==> src/rtl/ff_pkg.sv <==
// Shared JK flip-flop command encodings, indexed as {j, k}.
// Latency: n/a (constants only).
// Backpressure: n/a.
package ff_pkg;

    localparam logic [1:0] JK_HOLD = 2'b00;
    localparam logic [1:0] JK_CLR  = 2'b01;
    localparam logic [1:0] JK_SET  = 2'b10;
    localparam logic [1:0] JK_TOG  = 2'b11;

endpackage

==> src/rtl/jk_bit_cell.sv <==
// Next-state function of one JK bit with parallel-load override, plus edge flags.
// Latency: purely combinational.
// Backpressure: none.
module jk_bit_cell
    import ff_pkg::*;
(
    input  logic q,
    input  logic j,
    input  logic k,
    input  logic en,
    input  logic load,
    input  logic d,
    output logic q_next,
    output logic rise_next,
    output logic fall_next
);

    always_comb begin
        q_next = q;
        if (load) begin
            q_next = d;
        end else if (en) begin
            case ({j, k})
                JK_HOLD: q_next = q;
                JK_CLR:  q_next = 1'b0;
                JK_SET:  q_next = 1'b1;
                JK_TOG:  q_next = ~q;
                default: q_next = q;
            endcase
        end
        rise_next = ~q & q_next;
        fall_next = q & ~q_next;
    end

endmodule

==> src/rtl/jk_reg_bank.sv <==
// Bank of WIDTH JK flip-flops with shared enable, parallel load and registered edge flags.
// Latency: one cycle from inputs to q/rise/fall/any_change; q_bar is combinational from q.
// Backpressure: none; every edge accepts new inputs.
module jk_reg_bank #(
    parameter int               WIDTH     = 8,
    parameter logic [WIDTH-1:0] RESET_VAL = '0
) (
    input  logic             clk,
    input  logic             reset_n,
    input  logic             en,
    input  logic             load,
    input  logic [WIDTH-1:0] d,
    input  logic [WIDTH-1:0] j,
    input  logic [WIDTH-1:0] k,
    output logic [WIDTH-1:0] q,
    output logic [WIDTH-1:0] q_bar,
    output logic [WIDTH-1:0] rise,
    output logic [WIDTH-1:0] fall,
    output logic             any_change
);

    logic [WIDTH-1:0] q_next;
    logic [WIDTH-1:0] rise_next;
    logic [WIDTH-1:0] fall_next;

    for (genvar i = 0; i < WIDTH; i++) begin : g_cell
        jk_bit_cell u_cell (
            .q         (q[i]),
            .j         (j[i]),
            .k         (k[i]),
            .en        (en),
            .load      (load),
            .d         (d[i]),
            .q_next    (q_next[i]),
            .rise_next (rise_next[i]),
            .fall_next (fall_next[i])
        );
    end

    // Reset never reports an edge, even when it changes q.
    always_ff @(posedge clk) begin
        if (!reset_n) begin
            q          <= RESET_VAL;
            rise       <= '0;
            fall       <= '0;
            any_change <= 1'b0;
        end else begin
            q          <= q_next;
            rise       <= rise_next;
            fall       <= fall_next;
            any_change <= |(rise_next | fall_next);
        end
    end

    assign q_bar = ~q;

endmodule

==> config.mk <==
export PLATFORM = sky130hd
export DESIGN_NAME = jk_reg_bank
export DESIGN_NICKNAME = d
export VERILOG_FILES = /design/src/rtl/ff_pkg.sv /design/src/rtl/jk_bit_cell.sv /design/src/rtl/jk_reg_bank.sv
export SDC_FILE = /design/constraint.sdc
export NUM_CORES = 1
export LEC_CHECK = 0
export BUFFER_PORTS_ARGS = -buffer_cell sky130_fd_sc_hd__buf_2
export CORE_AREA = 8 8 72 55
export CTS_CLUSTER_DIAMETER = 150
export CTS_CLUSTER_SIZE = 24
export DETAILED_ROUTE_END_ITERATION = 10
export DIE_AREA = 0 0 80 63
export PLACE_DENSITY_LB_ADDON = 0.25
export SETUP_SLACK_MARGIN = 0.05
export SLEW_MARGIN = 15
export SYNTH_ARGS = -nofsm -noshare
export SYNTH_HDL_FRONTEND = slang
export SYNTH_SLANG_ARGS = --single-unit
==> constraint.sdc <==
create_clock -name clk -period 2.8 [get_ports clk]
set_clock_uncertainty 0.1 [all_clocks]
set_input_delay 0.14 -clock clk [delete_from_list [all_inputs] [get_ports clk]]
set_output_delay 0.14 -clock clk [all_outputs]
set_load 0.03 [all_outputs]
==> results of run 1 <==
-- flip-flops by register name (all words and copies together) (netlist names) --
| signal | count |
|---|---|
| rise | 8 |
| q | 8 |
| fall | 8 |
| any_change | 1 |
-- cell type report --
cell class                 instances  area share [%]
sequential                        25            30.4
tap                               38            2.89
multi-input combinational         75            42.0
clock buffer                       4            2.74
inverter                          16            3.65
timing repair buffer              60            18.3
-- metrics by stage --
stage	util (%)	instance area (um^2)	setup WS (ns)	hold slack (ns)	total power [mW]
2_1_floorplan	-	1350	1.41	0.162	0.558
3_5_place_dp	54.5	1600	1.17	0.411	0.615
4_1_cts	56.0	1640	1.25	0.125	0.835
3_3_place_gp	54.5	1600	1.21	0.403	0.609
6_report	56.0	1640	1.27	0.133	0.815
5_1_grt	56.0	1640	1.19	0.144	0.868
-- critical path: cells and delay by family (launching register included) --
kind,cells,cell delay [ns]
flip-flops,1,0.42
AND/OR/NAND/NOR,2,0.33
AO/OA/AOI/OAI,2,0.26
adder cells (fa/ha/maj),1,0.31
-- kinds of logic after synthesis --
logic type,synth area share [%]
compound gates,18.4
fa+ha+maj,14.8
buf+inv,11.7
flops,37.1
simple gates,18.0
-- final timing paths --
path / start / endpoint / slack (ns) / cells after the start
setup reg to reg: q[2] / any_change / 1.27 / 5
hold reg to reg: q[6] / rise[6] / 0.60 / 3
setup / recovery: q[2] / any_change / 1.27 / 5
hold / removal: d[6] / q[6] / 0.13 / 4
-- metal layers --
| metal | part of all wire, % | GRT usage, % |
|---|---|---|
| met5 | 0 | 0 |
| met4 | 1.7 | 4.75 |
| met3 | 9.5 | 5.17 |
| met2 | 48 | 20.9 |
| met1 | 41 | 12.1 |
-- report_power, final --
group,internal (mW),switching (mW)
combinational,0.0783,0.135
clock,0.102,0.110
sequential,0.376,0.0136
-- cells in the final DEF, fill, tap and decap left out --
cell type  netlist  layout
buf_2            0      60
nand4_1          2       2
and3_1           8       8
o31ai_4          8       8
clkbuf_1         2       1
o21a_1           1       1
clkbuf_8         0       3
and2_1          24      24
dfxtp_1         25      25
nand2_1          8       8
ha_1            16      16
a21oi_2          8       8
inv_1           16      16
==> metrics.md, run 1 <==
| Metric | Value |
|---|---|
| Status | complete, no violations |
| Post-synth top area cell | dfxtp_1 |
| Crit. End Element | register |
| Post-detailed-route wirelength per cell | 13.9 um |
| Global-route wire length before repair | around 4800 um |
| Period utilization | 54.5% |
| Grt ovf | 0 |
| Final hold violations | 0 |
| Total of max-cap violations | 0 |
| Antenna fix cells | 0 |
| Initial antenna violation count | 0 |
| Clock buffer depth | 2 |
| CTS tree | done |
| Crit path max-delay cell type | dfxtp_1 |
| Hpwl dp | between 2000 and 2500 um |
| Post-Synthesis Cells | 129 |
| Mean Syn Cell Area | 10.5 um^2 |
| Slew HR | 62.7% |
| Post-synth ARST share | 0% |
| Global Route Usage Sum | 12.0% |
| Cts hold-fix bufs | 0 |
| Post-synth EDFFs | 0 |
| Clock Latency Late Sink | 0.27 ns |
| Die W | 80 um |
| Critical path type | register to register |
| Row cnt | 17 |
| Netlist cell types | 13 |
| DIE HEIGHT | approximately 63 um |
| I/O pins | 61 |
| Crit path time final | 1.53 ns |
| Vias | 998 |
| DRT Wirelength | 3020 um |
| Htree depth | 1 |
| Vias in the first global route | 1110 |
| Hold WC Path Type | primary input to register |
| Leakage | 0.846 nW |
| CP Launch Type | register |
| Worst vdd ir | 0.308 mV |
| Pwr Density | between 400 and 500 mW/mm^2 |
| Synth Net Count | 173 |
| Count leader, synth | dfxtp_1 |
| GPL Wtd Cong | approximately 0.7 |
| RSZ-0062 raised after global routing | no |
| Ys flop type | dfxtp_1 |
| FF/Latch Area | 500 um^2 |
| Remaining DRCs | 0 |
| CP max FO | 5 |
| Commonest cells post-synth | 25 x dfxtp_1, 24 x and2_1, 16 x ha_1, 16 x inv_1, 9 x buf_4 |
| # setup viols final | 0 |
| Drt via density | 4.58 |
| Fmax | roughly 660 MHz |
| Multi-input logic area | 691 um^2 |
| IO buf count | 60 |
| Final nets | 225 |
| Crit path cell chain | and3_1 -> o31ai_4 -> ha_1 -> nand4_1 -> o21a_1 |
| Yosys reg bits | 25 |
| Warnings, synthesis | 0 |
| Tightest Pin Transition | 0.559 ns |
| Ranking of synthesized cells by area | dfxtp_1 37%, ha_1 15%, o31ai_4 13% |
| Filler cell count | between 200 and 300 |
| Arrival @ worst endpoint | 1.59 ns |
| Fraction of layout cells with a size suffix above 1 | 43.9% |
| Post-CTS Setup Bufs | 0 |
| Syn Std Cell Area | 0.00135 mm^2 |
| Die area | approximately 0.0050 mm^2 |
| Core Area | 0.00294 mm^2 |
| Post-synthesis sequential area ratio | around 37% |
| Initial Util | 46.0% |
| Worst path max stage delay | 0.42 ns |
| Initial drt markers | 25 |
| Final setup TNS | 0 ns |
| Synth top area share | 37.1% |
| Clock sink total | 25 |
| Inst Count DP | 214 |
| Layout Cells excl Fill | 218 |
| Pre-antenna DRT Iters | 2 |
| Pins Over Slew Limit | 0 |
| CTS clock-pin slew for the worst setup and hold paths | around 0.080 ns |
| CTS root buffer | clkbuf_8 |
| Gates resized, CTS repair | 0 |
| Pin count of the biggest net entering global routing | 26 |
| CTS Buf Count | 3 |
| Post-DRT Antenna Nets | 0 |
| Synth-to-layout area growth | 21.9% |
| Worst EP required | 2.87 ns |
Power figures use the tool's default switching activity.
==> run 2, diff against run 1 <==
--- a/config.mk
+++ b/config.mk
@@ -5,12 +5,13 @@
 export SDC_FILE = /design/constraint.sdc
 export NUM_CORES = 1
 export LEC_CHECK = 0
+export ABC_AREA = 1
 export BUFFER_PORTS_ARGS = -buffer_cell sky130_fd_sc_hd__buf_2
-export CORE_AREA = 8 8 72 55
+export CORE_AREA = 8 8 75 57
 export CTS_CLUSTER_DIAMETER = 150
 export CTS_CLUSTER_SIZE = 24
 export DETAILED_ROUTE_END_ITERATION = 10
-export DIE_AREA = 0 0 80 63
+export DIE_AREA = 0 0 83 65
 export PLACE_DENSITY_LB_ADDON = 0.25
 export SETUP_SLACK_MARGIN = 0.05
 export SLEW_MARGIN = 15
==> constraint.sdc (replaced) <==
create_clock -name clk -period 1.56 [get_ports clk]
set_clock_uncertainty 0.1 [all_clocks]
set_input_delay 0.078 -clock clk [delete_from_list [all_inputs] [get_ports clk]]
set_output_delay 0.078 -clock clk [all_outputs]
set_load 0.03 [all_outputs]
==> run 2 against run 1 <==
  * Routed wire length grew 3.8%
  * Maximum frequency increased by 5.5%
  * Highest routed layer unchanged
  * Final area up 5.5%
  * Final cell count up 20%
  * Register-to-register slack worse by 1.2 ns
  * Largest cell class unchanged
  * Die area rose by 7.0%
  * Critical endpoint unchanged
==> metrics.md, run 2 <==
| Metric | Value |
|---|---|
| Status | complete, no violations |
| CTS Buf Count | 3 (unchanged) |
| Final hold violations | 0 (unchanged) |
| Fmax | 692 MHz (+5.5%) |
| Netlist cell types | 19 (+6) |
| Final nets | 268 (+19%) |
| Pins Over Slew Limit | 0 (unchanged) |
| Internal | 1.02 mW (+83%) |
| Die area | 0.00540 mm^2 (+7.0%) |
| RSZ-0062 raised after global routing | no |
| # setup viols final | 0 (unchanged) |
| Synth top area share | 35.7% (-1.5 points) |
| Post-Synthesis Cells | 167 (+29%) |
| Global-route wire length before repair | 5260 um (+9.0%) |
| Sequential share of power | 46.1% (-1.7 points) |
| Clock Latency Late Sink | 0.27 ns (about the same) |
| Clock sink total | 25 (unchanged) |
| GPL Wtd Cong | 0.753 (+7.4%) |
| Slew HR | 78.1% (+15 points) |
| Synth-to-layout area growth | 23.5% |
| Switch Pwr | 509 uW (+97%) |
| Total of max-cap violations | 0 (unchanged) |
| Hold WC Path Type | primary input to register |
| Commonest non-fill, non-tap cells in the layout | 60 x buf_2, 33 x nand2_1, 29 x inv_1 |
| Mean Syn Cell Area | 8.41 um^2 (-20%) |
| Hpwl dp | 2420 um (+1.2%) |
| DRT Wirelength | 3140 um (+3.8%) |
| Global Route Usage Sum | 11.6% (-0.45 points) |
| Post-DRT Antenna Nets | 0 (unchanged) |
| Initial drt markers | 40 (+60%) |
| Ys flop type | dfxtp_1 |
| Crit path cell chain | inv_1 -> nand3_2 -> nand3_2 -> nand2_2 -> inv_1 -> ha_1 -> nand2_1 -> nor2_1 -> a21oi_1 |
| Crit path max-delay cell type | dfxtp_2 |
| Clk pwr share | 25.2% (-0.8 points) |
| Commonest non-fill, non-tap cell in the layout | buf_2 |
| Antenna fix cells | 0 (unchanged) |
| Fraction of layout cells with a size suffix above 1 | 54.3% (+10 points) |
| Leakage | 1.05 nW (+24%) |
| Post-synthesis sequential area ratio | 35.7% (-1.5 points) |
| Crit path time final | 1.45 ns (-0.0802 ns) |
| IO buf count | 60 (unchanged) |
| Tightest Pin Transition | 0.328 ns (-0.231 ns) |
| Clock buffer depth | 2 (unchanged) |
| Synth Net Count | 211 (+22%) |
| Post-synth top area cell | dfxtp_1 |
| CTS tree | done |
| Switching Share | 33.3% (+1.6 points) |
| Initial antenna violation count | 0 (unchanged) |
| Worst EP required | 1.61 ns (-1.26 ns) |
| Pre-antenna DRT Iters | 2 (unchanged) |
| Largest regs | fall (8), q (8), rise (8) |
| Pwr Density | 881 mW/mm^2 (+78%) |
| Period utilization | 92.7% (+38 points) |
| Remaining DRCs | 0 (unchanged) |
| Post-synth ARST share | 0% (unchanged) |
| DIE HEIGHT | 65 um (+3.2%) |
| Vias in the first global route | 1132 (+2.0%) |
| Total Power | 1.53 mW (+87%) |
| Critical path type | register to register |
| Final setup TNS | 0 ns (unchanged) |
| Warnings, synthesis | 0 (unchanged) |
| Vias | 1156 (+16%) |
| CTS clock-pin slew for the worst setup and hold paths | 0.09 ns (about the same) |
| Drt via density | 4.43 (-3.3%) |
| I/O pins | 61 (unchanged) |
| Row cnt | 17 (unchanged) |
| Worst path max stage delay | 0.37 ns (-0.05 ns) |
| Arrival @ worst endpoint | 1.50 ns (-0.09 ns) |
| Die W | 83 um (+3.8%) |
| Htree depth | 1 (unchanged) |
| CP Launch Type | register |
| Post-synth EDFFs | 0 (unchanged) |
| Syn Std Cell Area | 0.00140 mm^2 (+4.1%) |
| Ranking of synthesized cells by area | dfxtp_1 36%, ha_1 14%, nand3_2 10% |
| Crit. End Element | register |
| Count leader, synth | nand2_1 |
| Post-detailed-route wirelength per cell | 12.0 um (-13%) |
| Commonest cells post-synth | 33 x nand2_1, 30 x inv_1, 25 x dfxtp_1 |
| Grt ovf | 0 (unchanged) |
| Initial Util | 45.5% (-0.43 points) |
| Combinational Power Share | 28.8% (+2.6 points) |
| CTS root buffer | clkbuf_8 |
| Pin count of the biggest net entering global routing | 18 (-31%) |
| Core Area | 0.00308 mm^2 (+5.1%) |
| Filler cell count | 324 (+16%) |
| Worst vdd ir | 0.491 mV (+59%) |
| Yosys reg bits | 25 (unchanged) |
| CP max FO | 4 (-1) |
## run 2: cell types whose count changed in the layout (fill, tap and decap cells not counted), sizes merged
cell   change
inv       +18
and3       -8
nand4      -2
nor2      +10
nand3     +16
o31ai      -8
o21a       -1
nand2     +36
a21oi      -7
or2        +8
and2      -24
buf        +5
## run 2: area by class of cell
type,count,area [um^2],area share (%)
tap,38,47.5,2.74
sequential,25,513,29.6
multi-input combinational,95,663,38.2
timing repair buffer,65,338,19.5
inverter,34,128,7.36
clock buffer,4,45.0,2.60
## run 2: worst max-delay path: cells and delay by family (launching register included)
family / cells / cell delay, ns
and+or+nand+nor: 5 / 0.38
DFF: 1 / 0.37
adders and majority gates: 1 / 0.27
buffers and inverters: 2 / 0.13
AOI/OAI and AO/OA: 1 / 0.08
## run 2: power by group through the flow
stage / clock (mW) / combinational (mW) / sequential (mW)
after detailed placement: 0 / 0.431 / 0.716
after floorplan: 0 / 0.280 / 0.765
after global placement: 0 / 0.428 / 0.716
after global routing: 0.426 / 0.490 / 0.709
final: 0.384 / 0.439 / 0.703
after CTS: 0.404 / 0.433 / 0.701
## run 2: cells by family after synthesis
kind of cell / after synthesis / synth area share (%)
adders and majority gates: 16 / 14.3
and+or+nand+nor: 78 / 32.6
AOI/OAI and AO/OA: 1 / 0.356
DFF: 25 / 35.7
buffers and inverters: 47 / 17.1
## run 2: path summary, 6_finish.rpt
check | from | endpoint | slack, ns | depth (start not counted)
worst max-delay path | q[2] | any_change | 0.11 | 9
worst min-delay path | d[2] | q[2] | 0.04 | 4
worst max register to register | q[2] | any_change | 0.11 | 9
worst min register to register | q[6] | fall[6] | 0.51 | 3
## run 2: through the flow
step / hold slack [ns] / util (%) / instance area (um^2) / setup WS [ns] / cells
floorplan: 0.223 / - / 1400 / 0.0847 / 167
global placement: 0.315 / 53.6 / 1650 / 0.0688 / 254
detailed placement: 0.320 / 53.6 / 1650 / 0.0520 / 254
CTS: 0.0326 / 55.1 / 1700 / 0.0715 / 258
global route: 0.0503 / 56.2 / 1730 / 0.0400 / 261
finish: 0.0426 / 56.2 / 1730 / 0.114 / 261
## run 2: repair_timing
item	in CTS	in global routing
resized for setup	1	9
endpoints found under the setup margin	1	1
setup buffers	0	3
pin swaps	0	4
hold buffers	0	0
## run 2: layer usage
layer | vias up | global-route usage (%) | share of wire, %
met2 | 39 | 17.5 | 43
met4 | 0 | 3.71 | 1.2
met5 | - | 0 | 0
met3 | 7 | 5.24 | 7.5
met1 | 517 | 14.2 | 48
li1 | 593 | - | -
==> run 3, diff against run 2 <==
--- a/config.mk
+++ b/config.mk
@@ -7,14 +7,15 @@
 export LEC_CHECK = 0
 export ABC_AREA = 1
 export BUFFER_PORTS_ARGS = -buffer_cell sky130_fd_sc_hd__buf_2
-export CORE_AREA = 8 8 75 57
+export CORE_AREA = 8 8 72 55
 export CTS_CLUSTER_DIAMETER = 150
 export CTS_CLUSTER_SIZE = 24
 export DETAILED_ROUTE_END_ITERATION = 10
-export DIE_AREA = 0 0 83 65
+export DIE_AREA = 0 0 80 63
 export PLACE_DENSITY_LB_ADDON = 0.25
 export SETUP_SLACK_MARGIN = 0.05
 export SLEW_MARGIN = 15
 export SYNTH_ARGS = -nofsm -noshare
 export SYNTH_HDL_FRONTEND = slang
+export SYNTH_HIERARCHICAL = 1
 export SYNTH_SLANG_ARGS = --single-unit
==> run 3 against run 2 <==
  * Worst setup slack gained 0.13 ns
  * Maximum frequency up 9.9%
  * Critical path depth down 1
  * Worst hold slack worse by 0.011 ns
  * Critical endpoint unchanged
  * Largest cell class is now flip-flops and latches
==> metrics.md, run 3 <==
| Metric | Value |
|---|---|
| Clock sink total | 25 (unchanged) |
| Largest regs | fall (8), q (8), rise (8) |
| Worst Setup SP | q[6] |
| Setup slack after layout | 0.244 ns (+0.130 ns) |
| Row cnt | 17 (unchanged) |
| Post-synthesis sequential area ratio | 40.9% (+5.2 points) |
| Post-synth ARST share | 0% (unchanged) |
| GPL Wtd Cong | 0.733 (-2.7%) |
| DRT Wirelength | 2850 um (-9.3%) |
| Vias in the first global route | 1096 (-3.2%) |
| Vias | 1163 (+0.61%) |
| Status | complete, no violations |
| Worst vdd ir | 0.646 mV (+31%) |
| # setup viols final | 0 (unchanged) |
| Crit path max-delay cell type | dfxtp_1 |
| Post-detailed-route wirelength per cell | 10.2 um (-15%) |
| Synth Net Count | 208 (-1.4%) |
| Die W | 80 um (-3.6%) |
| Global Route Usage Sum | 11.6% (+0.091 points) |
| Fmax | 760 MHz (+9.9%) |
| Critical path type | register to register |
| Post-CTS Setup Bufs | 0 (unchanged) |
| Worst setup endpoint | any_change |
| Ranking of synthesized cells by area | dfxtp_1 41%, inv_1 15%, nand2_1 13% |
| Final setup TNS | 0 ns (unchanged) |
| CTS root buffer | clkbuf_8 |
| Pin count of the biggest net entering global routing | 26 (+8) |
| Crit path time final | 1.32 ns (-0.130 ns) |
| CTS clock-pin slew for the worst setup and hold paths | 0.09 ns (about the same) |
| Clock buffer depth | 2 (unchanged) |
| IO buf count | 60 (unchanged) |
| Syn Std Cell Area | 0.00122 mm^2 (-13%) |
| Synth-to-layout area growth | 28.7% |
| Htree depth | 1 (unchanged) |
| Total Power | 1.45 mW (-5.0%) |
| Hold slack final | 0.0317 ns (-0.0109 ns) |
| Crit path cell chain | inv_1 -> nand2_2 -> nand3_2 -> a21oi_1 -> nor2_1 -> nand2_1 -> nor2_1 -> a21oi_1 |
| CP max FO | 5 (+1) |
| Crit. End Element | register |
| Warnings, synthesis | 6 (+6) |
| CTS Buf Count | 3 (unchanged) |
| Initial Util | 41.7% (-3.8 points) |
| Commonest non-fill, non-tap cell in the layout | buf_2 |
| Post-synth EDFFs | 0 (unchanged) |
| Die area | 0.00504 mm^2 (-6.6%) |
| Pre-antenna DRT Iters | 4 (+2) |
| Synth top area share | 40.9% (+5.2 points) |
| Fraction of layout cells with a size suffix above 1 | 36.1% (-18 points) |
| Yosys reg bits | 25 (unchanged) |
| Leakage | 1.01 nW (-3.1%) |
| Post-DRT Antenna Nets | 0 (unchanged) |
| Commonest cells post-synth | 49 x inv_1, 44 x nand2_1, 25 x dfxtp_1 |
| Worst EP required | 1.65 ns (+0.04 ns) |
| CTS tree | done |
| DIE HEIGHT | 63 um (-3.1%) |
| Final hold violations | 0 (unchanged) |
| Hold WC Path Type | primary input to register |
| I/O pins | 61 (unchanged) |
| Post-route cell area | 0.00158 mm^2 (-9.2%) |
| R2r endpoint | any_change |
| Final nets | 270 (+0.75%) |
| Mean Syn Cell Area | 6.80 um^2 (-19%) |
| Worst R2R Setup Slack | 0.24 ns (+0.13 ns) |
| Worst path max stage delay | 0.41 ns (+0.04 ns) |
| Count leader, synth | inv_1 |
| Cts hold-fix bufs | 0 (unchanged) |
| Antenna fix cells | 0 (unchanged) |
| Area after DPL | 0.00153 mm^2 (-7.5%) |
| Pwr Density | 921 mW/mm^2 (+4.6%) |
| CP Launch Type | register |
| Remaining DRCs | 0 (unchanged) |
| Tightest Pin Transition | 0.436 ns (+0.108 ns) |
| Post-synth top area cell | dfxtp_1 |
| Drt via density | 4.17 (-5.9%) |
| Gates resized, CTS repair | 0 (-1) |
| Pins Over Slew Limit | 0 (unchanged) |
| Filler cell count | 305 (-5.9%) |
| Pre-CTS setup slack | 0.248 ns (+0.196 ns) |
| Initial drt markers | 39 (-2.5%) |
| Core Area | 0.00294 mm^2 (-4.8%) |
| Commonest non-fill, non-tap cells in the layout | 60 x buf_2, 49 x inv_1, 44 x nand2_1 |
| Hpwl dp | 2220 um (-8.1%) |
| Netlist cell types | 10 (-9) |
| FF-to-FF Start | q[6] |
| Post-Synthesis Cells | 180 (+7.8%) |
| Total of max-cap violations | 0 (unchanged) |
| Clock Latency Late Sink | 0.27 ns (about the same) |
| Ys flop type | dfxtp_1 |
| RSZ-0062 raised after global routing | no |
| Arrival @ worst endpoint | 1.41 ns (-0.09 ns) |
| Grt ovf | 0 (unchanged) |
| Global-route wire length before repair | 4840 um (-8.0%) |
| Initial antenna violation count | 0 (unchanged) |
| Period utilization | 84.3% (-8.4 points) |
| Register-to-Register Path Depth | 8 (-1) |
| Slew HR | 70.9% (-7.2 points) |
[run 3: cell types whose count changed after synthesis, sizes merged]
cell and change:
ha -16, nand2 +16, inv +15, buf -10, a21oi +8, nor2 +8
or2 -8
[run 3: critical path, delay by kind of cell (launching register included)]
kind            cells  cell delay, ns
buf+inv             1            0.09
simple gates        5            0.32
compound gates      2            0.33
flops               1            0.41
[run 3: layout make-up]
type | count | area (um^2) | area share (%)
Inverter | 49 | 184 | 11.7
Timing Repair Buffer | 60 | 300 | 19.1
Multi-Input combinational cell | 103 | 498 | 31.6
Tap cell | 38 | 47.5 | 3.02
Sequential cell | 25 | 500 | 31.8
Clock buffer | 4 | 45.0 | 2.86
[run 3: metal layers]
| layer | share of wire (%) | track usage, % | vias up |
|---|---|---|---|
| li1 | - | - | 636 |
| met1 | 49 | 14.2 | 482 |
| met2 | 41 | 17.4 | 40 |
| met3 | 9.9 | 5.75 | 5 |
| met4 | 0.81 | 3.17 | 0 |
| met5 | 0 | 0 | - |
[run 3: worst min-delay path by stage]
stage	startpoint	endpoint	slack [ns]	cells after the start
2_1_floorplan	reset_n	fall[0]	0.20	3
5_1_grt	d[1]	q[1]	0.03	5
3_5_place_dp	d[5]	q[5]	0.30	5
6_report	d[1]	q[1]	0.03	5
3_3_place_gp	d[3]	q[3]	0.30	5
4_1_cts	d[6]	q[6]	0.02	5
[run 3: power by group]
part | internal (mW) | switching (mW)
clock network | 0.183 | 0.198
logic | 0.120 | 0.253
registers | 0.676 | 0.0219
total | 0.978 | 0.473
[run 3: cells by family after synthesis]
family | after synthesis | synth area share (%)
buffers and inverters | 52 | 18.4
AOI/OAI and AO/OA | 9 | 3.68
DFF | 25 | 40.9
and+or+nand+nor | 94 | 37.0
[run 3: per-stage QoR]
| step | utilization, % | std cells |
|---|---|---|
| 2_1_floorplan | - | 180 |
| 3_3_place_gp | 52.1 | 275 |
| 3_5_place_dp | 52.1 | 275 |
| 4_1_cts | 53.7 | 279 |
| 5_1_grt | 53.7 | 279 |
| 6_report | 53.7 | 279 |
